File: src/rtl/fifo_axis_reader.sv
// fifo_axis_reader: drains an FWFT FIFO into a framed AXI4-Stream master through a 2-entry skid buffer.
module fifo_axis_reader #(
    parameter int DATA_WIDTH = 32,
    parameter int LEN_W      = 8,
    parameter int CNT_W      = 32
) (
    input  logic                  clk,
    input  logic                  rst_n,
    input  logic                  en,
    input  logic [LEN_W-1:0]      pkt_len,
    input  logic [DATA_WIDTH-1:0] fifo_dout,
    input  logic                  fifo_empty,
    output logic                  fifo_rd_en,
    output logic [DATA_WIDTH-1:0] m_axis_tdata,
    output logic                  m_axis_tvalid,
    output logic                  m_axis_tlast,
    input  logic                  m_axis_tready,
    output logic [CNT_W-1:0]      pkt_count,
    output logic                  busy
);
    logic [DATA_WIDTH-1:0] r_out_data, r_skid_data;
    logic                  r_out_valid, r_out_last, r_skid_valid, r_skid_last;
    logic [LEN_W-1:0]      r_beat_cnt, r_len_q;
    logic [CNT_W-1:0]      r_pkt_count;
    logic [LEN_W-1:0]      w_len1, w_eff_len;
    logic                  w_pop, w_hs, w_load_out, w_last;

    assign w_pop      = en & ~fifo_empty & ~r_skid_valid;
    assign w_hs       = r_out_valid & m_axis_tready;
    assign w_load_out = ~r_out_valid | m_axis_tready;
    assign w_len1     = (pkt_len == '0) ? LEN_W'(1) : pkt_len;
    // Length is latched at the first pop of a packet; later pkt_len changes wait for the next one.
    assign w_eff_len  = (r_beat_cnt == '0) ? w_len1 : r_len_q;
    assign w_last     = r_beat_cnt == w_eff_len - LEN_W'(1);

    always_ff @(posedge clk or negedge rst_n) begin
        if (!rst_n) begin
            r_out_data   <= '0;
            r_out_valid  <= 1'b0;
            r_out_last   <= 1'b0;
            r_skid_data  <= '0;
            r_skid_valid <= 1'b0;
            r_skid_last  <= 1'b0;
            r_beat_cnt   <= '0;
            r_len_q      <= '0;
            r_pkt_count  <= '0;
        end else begin
            if (w_load_out) begin
                r_out_valid <= r_skid_valid | w_pop;
                if (r_skid_valid) begin
                    r_out_data <= r_skid_data;
                    r_out_last <= r_skid_last;
                end else if (w_pop) begin
                    r_out_data <= fifo_dout;
                    r_out_last <= w_last;
                end
            end
            if (w_pop && !w_load_out) begin
                r_skid_valid <= 1'b1;
                r_skid_data  <= fifo_dout;
                r_skid_last  <= w_last;
            end else if (w_load_out) begin
                r_skid_valid <= 1'b0;
            end
            if (w_pop) begin
                if (r_beat_cnt == '0) r_len_q <= w_len1;
                r_beat_cnt <= w_last ? '0 : r_beat_cnt + LEN_W'(1);
            end
            if (w_hs && r_out_last) r_pkt_count <= r_pkt_count + CNT_W'(1);
        end
    end

    assign fifo_rd_en    = w_pop;
    assign m_axis_tdata  = r_out_data;
    assign m_axis_tvalid = r_out_valid;
    assign m_axis_tlast  = r_out_last;
    assign pkt_count     = r_pkt_count;
    assign busy          = (r_beat_cnt != '0) | r_out_valid | r_skid_valid;
endmodule

File: config.mk
export PLATFORM = sky130hd
export DESIGN_NAME = fifo_axis_reader
export DESIGN_NICKNAME = d
export VERILOG_FILES = /design/src/rtl/fifo_axis_reader.sv
export SDC_FILE = /design/constraint.sdc
export NUM_CORES = 1
export LEC_CHECK = 0
export ABC_AREA = 1
export BUFFER_PORTS_ARGS = -buffer_cell sky130_fd_sc_hd__buf_2
export CAP_MARGIN = 20
export CORE_MARGIN = 2
export CORE_UTILIZATION = 31
export DETAILED_ROUTE_END_ITERATION = 10
export GPL_ROUTABILITY_DRIVEN = 1
export GPL_TIMING_DRIVEN = 0
export MAX_ROUTING_LAYER = met4
export SLEW_MARGIN = 20
export SYNTH_ARGS = -nofsm -noshare
export SYNTH_HDL_FRONTEND = slang
export SYNTH_SLANG_ARGS = --single-unit
File: constraint.sdc
create_clock -name clk -period 6.15 [get_ports clk]
set_clock_uncertainty 0.1 [all_clocks]
set_input_delay 0.9225 -clock clk [delete_from_list [all_inputs] [get_ports clk]]
set_output_delay 0.9225 -clock clk [all_outputs]
set_load 0.02 [all_outputs]
==> impl_metrics.csv, run 1 <==
group,metric,value,unit
outcome,outcome,"finished clean",
finish,drive_gt1_share,27.3,%
sta,slew-limit-headroom,57.7,%
route,ant_nets,0,
clock_tree,cts_setup_buffers,0,
clock_tree,path_clk_slew,0.05,ns
sta,finalHoldViolations,0,
route,via_per_inst,4.53,
finish,final_net_count,826,
placement,place_area,6580,um^2
synthesis,synth_area,5700,um^2
worst_setup_path,critical_path.max_fanout,8,
worst_setup_path,r2r-end,"r_beat_cnt[2]$_DFFE_PN0P_",
floorplanning,die_w,140,um
route,drt-wirelength-per-cell,13.7,um
finish,area_growth,24.8,%
finish,ff_latch_area,2900,um^2
worst_setup_path,worst_setup_path_start_kind,"register",
clock_tree,insertion_delay,0.41,ns
floorplanning,initial_core_util,31.6,%
route,first_iter_violations,225,
flow_run,maxCapViolCount,0,
floorplanning,ios,113,
worst_setup_path,worstSetupPathType,"reg -> reg",
synthesis,ys_seq_elements,116,
synthesis,synth_nets,694,
floorplanning,core_area,18000,um^2
clock_tree,clockBufferDepth,2,
sta,finalSetupTns,0,ns
floorplanning,rows,49,
synthesis,avgSynthCellArea,8.84,um^2
worst_setup_path,path_cells,"inv_1 > ha_1 > nand2_2 > nor2_4 > nand2_4 > nand2_1 > nand2_1 > ha_1 > xnor2_1 > inv_1 > nand2_1 > nand2_1 > nor2_1 > nand2_1 > nor2_1 > nand2_1 > nor2_4 > nand3_4 > nand3_1 > inv_1",
sta,fin_crit_sh,47.7,%
clock_tree,tritoncts,"done",
sta,rsz0062_at_grt,"no",
grt,grt.total_usage,15.3,%
clock_tree,ctsHoldBuffers,0,
route,dr.pass1.iters,5,
finish,multiInputGateArea,2500,um^2
sta,period_needed,2.93,ns
route,routed_wl,14.0,mm
power,p_leak,0.00355,uW
synthesis,synth_warnings,0,
sta,setup_viol,0,
power,power.density,351,nW/um^2
worst_setup_path,cp.required,6.35,ns
worst_setup_path,reg2reg_depth,20,
sta,worst_pin_slew,0.635,ns
clock_tree,cts.sinks,116,
grt,grt_pass1_vias,4485,
worst_setup_path,worstPathArrival,3.13,ns
worst_setup_path,cpPeakStageDelay,0.42,ns
clock_tree,root_buffer,"clkbuf_16",
synthesis,ys_types,32,
route,route.detailed.drc,0,
hold_path,min_path_type,"in -> async",
worst_setup_path,r2r_start,"r_beat_cnt[0]$_DFFE_PN0P_",
route,vias,4616,
grt,grt_pass1_wl,22.9,mm
clock_tree,cts_inserted_buffers,17,
synthesis,synth_edf_count,0,
finish,design_area,7120,um^2
floorplanning,die_h,140,um
worst_setup_path,worst_path_most_repeated_cell,"nand2_1",
clock_tree,htreeDepth,4,
grt,antenna_found_initial,1,
sta,hold-worst-slack,0.357,ns
power,ir_drop,0.187,mV
worst_setup_path,crit_slowest_cell,"dfrtp_1",
placement,gp_congestion,0.826,
floorplanning,die_area,19500,um^2
worst_setup_path,critPathCaptureType,"register",
synthesis,seq_area_frac_synth,50.9,%
worst_setup_path,r2r_setup_slack,3.22,ns
placement,dpl.hpwl,10.3,mm
clock_tree,ctsResizeCount,0,
finish,n_fill_cell,1834,
grt,grt_max_degree,69,
synthesis,async_reset_ff_share,100,%
sta,fmax,341,MHz
synthesis,synth_flop_cell,"dfrtp_1",
placement,port_buffers,112,
sta,drv_slew,0,
synthesis,netlist_instances,645,
grt,overflow,0,
-- worst max-delay path by stage --
stage,startpoint,to,slack [ns],cells past startpoint
detailed placement,pkt_len[2],r_beat_cnt[5]$_DFFE_PN0P_,3.07,20
global placement,rst_n,pkt_count[17]$_DFFE_PN0P_,2.45,1
global route,r_beat_cnt[0]$_DFFE_PN0P_,r_beat_cnt[1]$_DFFE_PN0P_,2.83,20
finish,r_beat_cnt[0]$_DFFE_PN0P_,r_beat_cnt[2]$_DFFE_PN0P_,3.22,20
CTS,r_beat_cnt[0]$_DFFE_PN0P_,r_beat_cnt[2]$_DFFE_PN0P_,3.22,20
floorplan,pkt_len[2],r_beat_cnt[5]$_DFFE_PN0P_,3.47,19
-- layer usage --
layer,share of wire (%),track usage [%],up-vias
li1,-,-,2359
met4,1.0,4.53,0
met3,4.8,4.40,9
met5,0,-,-
met2,48,24.0,92
met1,46,19.4,2156
-- registers in the layout (all words and copies together), names as in the netlist --
register       flops
pkt_count         32
r_skid_valid       1
r_len_q            8
r_skid_data       32
m_axis_tdata      32
r_beat_cnt         8
m_axis_tlast       1
m_axis_tvalid      1
r_skid_last        1
-- cell usage after synthesis (3+ instances only) --
cell type,count,area [um^2]
xor2_1,15,131
nor2_2,4,25.0
nand3_1,40,200
o21ai_0,12,60.1
inv_1,51,191
nor2_4,5,56.3
inv_2,6,22.5
a31oi_1,32,200
clkbuf_1,14,52.6
nand4_1,5,31.3
nand2_1,181,679
a21oi_1,3,15.0
nor3_1,14,70.1
nor2_1,60,225
nand2_2,9,56.3
ha_1,4,50.1
dfrtp_1,116,2900
buf_2,3,15.0
xnor2_1,18,158
mux2_2,33,372
nand3_2,5,50.1
-- logic make-up (layout without fill, tap and decap cells) --
family                     after synthesis  count (layout)  synth area share, %
AOI/OAI and AO/OA                       49              49                 5.13
xor gates and xnor gates                33              33                 5.07
adders and majority gates                4               4                0.878
buffers and inverters                   77             220                 5.20
DFF                                    116             116                 50.9
muxes                                   33              33                 6.52
other                                    0               1                    0
and+or+nand+nor                        333             333                 26.3
-- per-stage QoR --
step	util, %	setup slack (ns)	cells	power, uW
after floorplan	-	3.47	645	1420
after global placement	36.3	2.45	986	1600
after detailed placement	36.5	3.07	987	1610
after CTS	39.5	3.22	1017	2530
after global routing	39.5	2.83	1018	2650
final	39.5	3.22	1018	2500
-- final cells by class --
class / instances / share of cell area, %
antenna: 1 / 0.0352
clock inverter: 11 / 1.25
timing repair buffer: 113 / 8.35
clock buffer: 19 / 6.22
sequential: 116 / 40.8
inverter: 59 / 3.11
tap: 229 / 4.03
buffer: 18 / 1.05
multi-input combinational: 452 / 35.2
-- worst max-delay path, delay by kind of cell, from the launching register on --
family,cells,cell delay [ns]
fa+ha+maj,2,0.46
simple gates,14,1.41
buf+inv,3,0.23
flops,1,0.42
xor+xnor,1,0.20
-- where the power goes --
group          switching (uW)  internal [uW]  leakage, uW
Combinational             340            219      0.00187
Sequential                116            919      0.00142
Clock                     349            555     0.000264
Total                     805           1690      0.00355
-- cells in the final DEF, fill, tap and decap left out, types with 6 or more instances in the layout --
cell type,n
inv_2,6
nand3_1,40
nor2_1,60
clkbuf_1,15
nand2_2,9
nor3_1,14
clkinv_2,7
mux2_2,33
nand2_1,181
o21ai_0,12
xnor2_1,18
inv_1,51
clkbuf_16,17
a31oi_1,32
buf_2,114
dfrtp_1,116
xor2_1,15
(Power assumes the default switching activity.)
==> run 2, diff against run 1 <==
==> constraint.sdc (replaced) <==
create_clock -name clk -period 3 [get_ports clk]
set_clock_uncertainty 0.1 [all_clocks]
set_input_delay 0.45 -clock clk [delete_from_list [all_inputs] [get_ports clk]]
set_output_delay 0.45 -clock clk [all_outputs]
set_load 0.02 [all_outputs]
==> run 2 against run 1 <==
Against the previous run:
- hold slack lost 0.18 ns
- final area rose by 1.5%
- utilization is 0.59 points higher
- flip-flop and latch count is the same
- final cell count up 0.98%
- maximum frequency up 7.0%
- die area unchanged
- via count up 1.4%
- critical path type unchanged
- largest cell class unchanged
==> impl_metrics.csv, run 2 (same netlist as run 1, synthesis figures left out) <==
group,metric,value,unit
route,dr.pass1.iters,4,
worst_setup_path,r2r-end,"r_beat_cnt[1]$_DFFE_PN0P_",
outcome,outcome,"finished clean",
route,wl_met1,6.43,mm
sta,period_needed,2.74,ns
clock_tree,path_clk_slew,0.06,ns
floorplanning,die_w,140,um
placement,place_ws,0.0848,ns
floorplanning,core_area,18000,um^2
route,dr_wl_met3,756,um
grt,grt.total_usage,15.4,%
worst_setup_path,worstSetupPathType,"reg -> reg",
route,vias,4681,
route,first_iter_violations,188,
clock_tree,root_buffer,"clkbuf_16",
placement,gp_congestion,0.826,
floorplanning,rows,49,
power,p_leak,0.00361,uW
power,power.density,713,nW/um^2
floorplanning,die_h,140,um
route,drt-wirelength-per-cell,13.8,um
floorplanning,die_area,19500,um^2
grt,grt_pass1_vias,4495,
worst_setup_path,critPathCaptureType,"register",
route,routed.top_layer,"met4",
hold_path,holdCritStartpoint,"fifo_dout[3]",
clock_tree,cts.sinks,116,
grt,antenna_found_initial,1,
finish,area_growth,26.7,%
route,dr_wl_met2,6.81,mm
floorplanning,ios,113,
worst_setup_path,cp.required,3.18,ns
flow_run,maxCapViolCount,0,
sta,final.setup.worst_slack,0.261,ns
finish,drive_gt1_share,28.9,%
worst_setup_path,critical_path.max_fanout,6,
sta,finalHoldViolations,0,
finish,finalNonFillerCells,1028,
hold_path,min_path_cells,2,
sta,setup_viol,0,
worst_setup_path,r2r_start,"r_beat_cnt[0]$_DFFE_PN0P_",
clock_tree,clockBufferDepth,2,
clock_tree,insertion_delay,0.41,ns
route,route.detailed.drc,0,
sta,slew-limit-headroom,57.4,%
route,ant_nets,0,
sta,fmax,365,MHz
sta,drv_slew,0,
worst_setup_path,worst_setup_path_start_kind,"register",
clock_tree,cts_inserted_buffers,17,
route,routed_wl,14.2,mm
grt,grt_pass1_wl,22.9,mm
floorplanning,initial_core_util,31.6,%
placement,dpl.hpwl,10.3,mm
power,ir_drop,0.384,mV
sta,worst_pin_slew,0.640,ns
hold_path,hold_path_end,"r_skid_data[3]$_DFFE_PN0P_",
finish,layout_commonest_cell,"nand2_1",
placement,port_buffers,112,
finish,final_cell_mix,"nand2_1 (180), dfrtp_1 (115), buf_2 (114)",
sta,fin_crit_sh,91.3,%
clock_tree,tritoncts,"done",
worst_setup_path,reg2reg_depth,20,
route,via_per_inst,4.55,
clock_tree,htreeDepth,4,
placement,dp_cells,987,
worst_setup_path,r2r_setup_slack,0.26,ns
finish,final_net_count,836,
hold_path,min_path_type,"in -> reg",
worst_setup_path,worstPathArrival,2.92,ns
grt,overflow,0,
grt,grt_max_degree,69,
run 2: worst max path at each step:
stage | from | slack, ns | cells past startpoint | end
global route | r_beat_cnt[0]$_DFFE_PN0P_ | -0.07 | 20 | r_beat_cnt[1]$_DFFE_PN0P_
floorplan | r_beat_cnt[0]$_DFFE_PN0P_ | 0.45 | 20 | r_beat_cnt[5]$_DFFE_PN0P_
detailed placement | r_beat_cnt[0]$_DFFE_PN0P_ | 0.08 | 20 | r_beat_cnt[5]$_DFFE_PN0P_
global placement | rst_n | -0.22 | 1 | pkt_count[17]$_DFFE_PN0P_
CTS | r_beat_cnt[0]$_DFFE_PN0P_ | 0.07 | 20 | r_beat_cnt[2]$_DFFE_PN0P_
finish | r_beat_cnt[0]$_DFFE_PN0P_ | 0.26 | 20 | r_beat_cnt[1]$_DFFE_PN0P_
run 2: through the flow:
| step | hold slack [ns] | utilization (%) | TNS [ns] | total power (uW) | instance area, um^2 |
|---|---|---|---|---|---|
| 2_1_floorplan | 0.0544 | - | 0 | 2910 | 5700 |
| 3_3_place_gp | 0.362 | 36.3 | -24.11 | 3280 | 6550 |
| 3_5_place_dp | 0.332 | 36.5 | 0 | 3310 | 6580 |
| 4_1_cts | 0.161 | 39.5 | 0 | 5180 | 7120 |
| 5_1_grt | 0.170 | 40.1 | -0.263 | 5460 | 7220 |
| 6_report | 0.178 | 40.1 | 0 | 5150 | 7220 |
run 2: area by class of cell:
class | count | area (um^2)
Timing Repair Buffer | 123 | 672
Inverter | 59 | 221
Clock buffer | 19 | 443
Multi-Input combinational cell | 452 | 2530
Buffer | 18 | 75.1
Antenna cell | 1 | 2.50
Sequential cell | 116 | 2900
Fill cell | 1836 | 10800
Tap cell | 229 | 287
Clock inverter | 11 | 88.8
run 2: critical path, cell delays in order (launching register included):
cell and delay (ns):
dfrtp_1 0.41, inv_2 0.09, ha_2 0.20, nand2_2 0.07
nor2_4 0.17, nand2_4 0.10, nand2_1 0.08, nand2_2 0.10
ha_4 0.19, xnor2_2 0.15, inv_1 0.06, nand2_1 0.06
nand2_1 0.04, nor2_1 0.07, nand2_1 0.06, nor2_1 0.10
nand2_1 0.10, nor2_4 0.18, nand2_2 0.10, nand3_1 0.09
nand2_1 0.06
run 2: metal layers:
metal / up-vias / track usage, %
li1: 2381 / -
met1: 2178 / 19.4
met2: 109 / 24.1
met3: 13 / 4.40
met4: 0 / 4.53
met5: - / -
run 2: where the power goes:
part	leakage (uW)	total [uW]	switching [uW]	internal, uW
clock	0.000264	1850	710	1140
sequential	0.00141	2130	241	1890
combinational	0.00193	1170	705	468
total	0.00361	5150	1660	3490
run 2: repair_timing:
item / in CTS / in global routing
endpoints found under the setup margin: 0 / 10
hold buffers: 1 / 0
hold endpoints to repair: 48 / 0
gates resized for setup: 0 / 8
buffers inserted: 0 / 9
==> run 3, diff against run 2 <==
--- a/config.mk
+++ b/config.mk
@@ -9,11 +9,14 @@
 export BUFFER_PORTS_ARGS = -buffer_cell sky130_fd_sc_hd__buf_2
 export CAP_MARGIN = 20
 export CORE_MARGIN = 2
-export CORE_UTILIZATION = 31
+export CORE_UTILIZATION = 45
 export DETAILED_ROUTE_END_ITERATION = 10
 export GPL_ROUTABILITY_DRIVEN = 1
 export GPL_TIMING_DRIVEN = 0
 export MAX_ROUTING_LAYER = met4
+export PLACE_DENSITY = 0.67
+export REMOVE_ABC_BUFFERS = 1
+export SETUP_SLACK_MARGIN = 0.1
 export SLEW_MARGIN = 20
 export SYNTH_ARGS = -nofsm -noshare
 export SYNTH_HDL_FRONTEND = slang
==> run 3 against run 2 <==
Against the previous run:
- power rose by 2.4%
- via count rose by 1.0%
- hold slack better by 0.0066 ns
- sequential share of layout area grew 0.68 points
- final cell count decreased by 7.7%
- worst setup slack worse by 0.047 ns
- non-clock buffer count down 21
- global-route usage up 5.4 points
- clock power increased by 5%
- critical endpoint is now r_beat_cnt[4]$_DFFE_PN0P_
==> impl_metrics.csv, run 3 (same netlist as run 1, synthesis figures left out) <==
group,metric,value,unit
power,ir_drop,0.352,mV
grt,grt_max_degree,61,
floorplanning,rows,41,
grt,overflow,0,
worst_setup_path,critPathCaptureType,"register",
clock_tree,tritoncts,"done",
route,routed_wl,13.0,mm
route,vias,4729,
power,p_leak,0.00358,uW
clock_tree,cts.sinks,116,
power,power.density,741,nW/um^2
outcome,outcome,"finished clean",
placement,dpl.hpwl,9.09,mm
route,ant_nets,0,
worst_setup_path,worstSetupPathType,"reg -> reg",
grt,use_met2,32.8,%
sta,setup_viol,0,
power,comb_power_share,22.3,%
sta,rsz0062_at_grt,"yes",
clock_tree,path_clk_slew,0.05,ns
route,drt-wirelength-per-cell,13.7,um
finish,layout_commonest_cell,"nand2_1",
power,p_seq_share,40.6,%
grt,grt.total_usage,20.8,%
sta,hold-worst-slack,0.184,ns
clock_tree,htreeDepth,4,
sta,fmax,359,MHz
route,dr.pass1.iters,4,
placement,dp_cells,914,
grt,grtUsageMet3,6.64,%
sta,worst_pin_slew,0.542,ns
floorplanning,die_w,117,um
worst_setup_path,cp.required,3.20,ns
floorplanning,initial_core_util,45.6,%
route,route.detailed.drc,0,
finish,final_net_count,815,
grt,grt_pass1_vias,4570,
sta,drv_slew,0,
clock_tree,root_buffer,"clkbuf_16",
sta,slew-limit-headroom,63.8,%
worst_setup_path,critical_path.max_fanout,6,
floorplanning,core_area,12500,um^2
sta,period_needed,2.79,ns
finish,insertedDiodeCount,0,
worst_setup_path,worst_setup_path_start_kind,"register",
power,switchingPower,1620,uW
route,via_per_inst,4.98,
clock_tree,insertion_delay,0.41,ns
finish,finalNonFillerCells,949,
grt,grt_pass1_wl,21.5,mm
flow_run,maxCapViolCount,0,
finish,area_growth,24.8,%
placement,gp_congestion,0.936,
power,p_clk_share,37.0,%
floorplanning,die_area,13600,um^2
sta,fin_crit_sh,92.9,%
sta,final.setup.worst_slack,0.214,ns
placement,port_buffers,112,
clock_tree,cts_inserted_buffers,17,
grt,grt_busiest_layer,"met2",
clock_tree,clockBufferDepth,2,
floorplanning,die_h,117,um
floorplanning,ios,113,
finish,drive_gt1_share,29.0,%
sta,finalHoldViolations,0,
power,p_int,3650,uW
placement,place_ws,0.0241,ns
finish,final_cell_mix,"nand2_1 (179), dfrtp_1 (113), buf_2 (111)",
hold_path,min_path_type,"in -> reg",
grt,grtUsageMet1,25.5,%
grt,antenna_found_initial,0,
power,swShare,30.7,%
route,first_iter_violations,365,
worst_setup_path,worstPathArrival,2.99,ns
## run 3: power groups by stage
stage / clock, uW / sequential (uW) / combinational, uW
after detailed placement: 0 / 2170 / 1140
final: 1950 / 2140 / 1180
after global placement: 0 / 2170 / 1120
after CTS: 1990 / 2150 / 1150
after floorplan: 0 / 2290 / 646
after global routing: 2070 / 2180 / 1320
## run 3: repair_timing
item                                   in CTS  in global routing
setup endpoints to repair                  31                 11
pin swaps                                   1                  4
endpoints found under the hold margin      56                  0
gates cloned                                0                  0
setup buffers                               0                  4
gates resized for setup                     1                  8
hold buffers                                1                  0
## run 3: critical path, stage by stage, from the launching register on
cell,delay [ns]
dfrtp_2,0.42
inv_2,0.08
ha_2,0.20
nand2_2,0.07
nor2_4,0.21
nand2_4,0.08
nand2_1,0.07
nand2_2,0.09
ha_2,0.23
xnor2_2,0.14
inv_1,0.06
nand2_1,0.06
nand2_1,0.05
nor2_1,0.10
nand2_1,0.06
nor2_1,0.12
nand2_1,0.11
nor2_4,0.18
nand3_4,0.11
nand3_1,0.09
inv_1,0.04
## run 3: layer usage
layer,part of all wire [%],routed length (um)
met2,47,6150
met5,0,0
met4,1.7,216
met1,44,5780
met3,6.7,877
## run 3: final cells by class
| type | count | area (um^2) |
|---|---|---|
| fillers | 1161 | 5400 |
| flip-flops and latches | 116 | 2910 |
| multi-input cells | 452 | 2520 |
| repair buffers | 120 | 674 |
| clock buffers | 25 | 495 |
| inverters | 59 | 226 |
| well taps | 172 | 215 |
| clock inverters | 5 | 75.1 |
## run 3: metrics by stage
| step | cell area, um^2 | TNS (ns) | power, uW | utilization [%] |
|---|---|---|---|---|
| 2_1_floorplan | 5630 | -12.99 | 2930 | - |
| 3_3_place_gp | 6400 | -78.96 | 3280 | 51.1 |
| 3_5_place_dp | 6480 | 0 | 3310 | 51.8 |
| 4_1_cts | 7070 | 0 | 5290 | 56.4 |
| 5_1_grt | 7120 | 0 | 5570 | 56.8 |
| 6_report | 7120 | 0 | 5270 | 56.8 |
## run 3: final timing paths
path	start	endpoint	slack (ns)	depth (start not counted)
max	r_beat_cnt[0]$_DFFE_PN0P_	r_beat_cnt[4]$_DFFE_PN0P_	0.21	20
min	fifo_dout[15]	r_skid_data[15]$_DFFE_PN0P_	0.18	2
max reg2reg	r_beat_cnt[0]$_DFFE_PN0P_	r_beat_cnt[4]$_DFFE_PN0P_	0.21	20
min reg2reg	pkt_count[31]$_DFFE_PN0P_	pkt_count[31]$_DFFE_PN0P_	0.37	1
max in group asynchronous	rst_n	r_skid_valid$_DFFE_PN0P_	1.65	3
min in group asynchronous	rst_n	r_len_q[2]$_DFFE_PN0P_	0.46	2
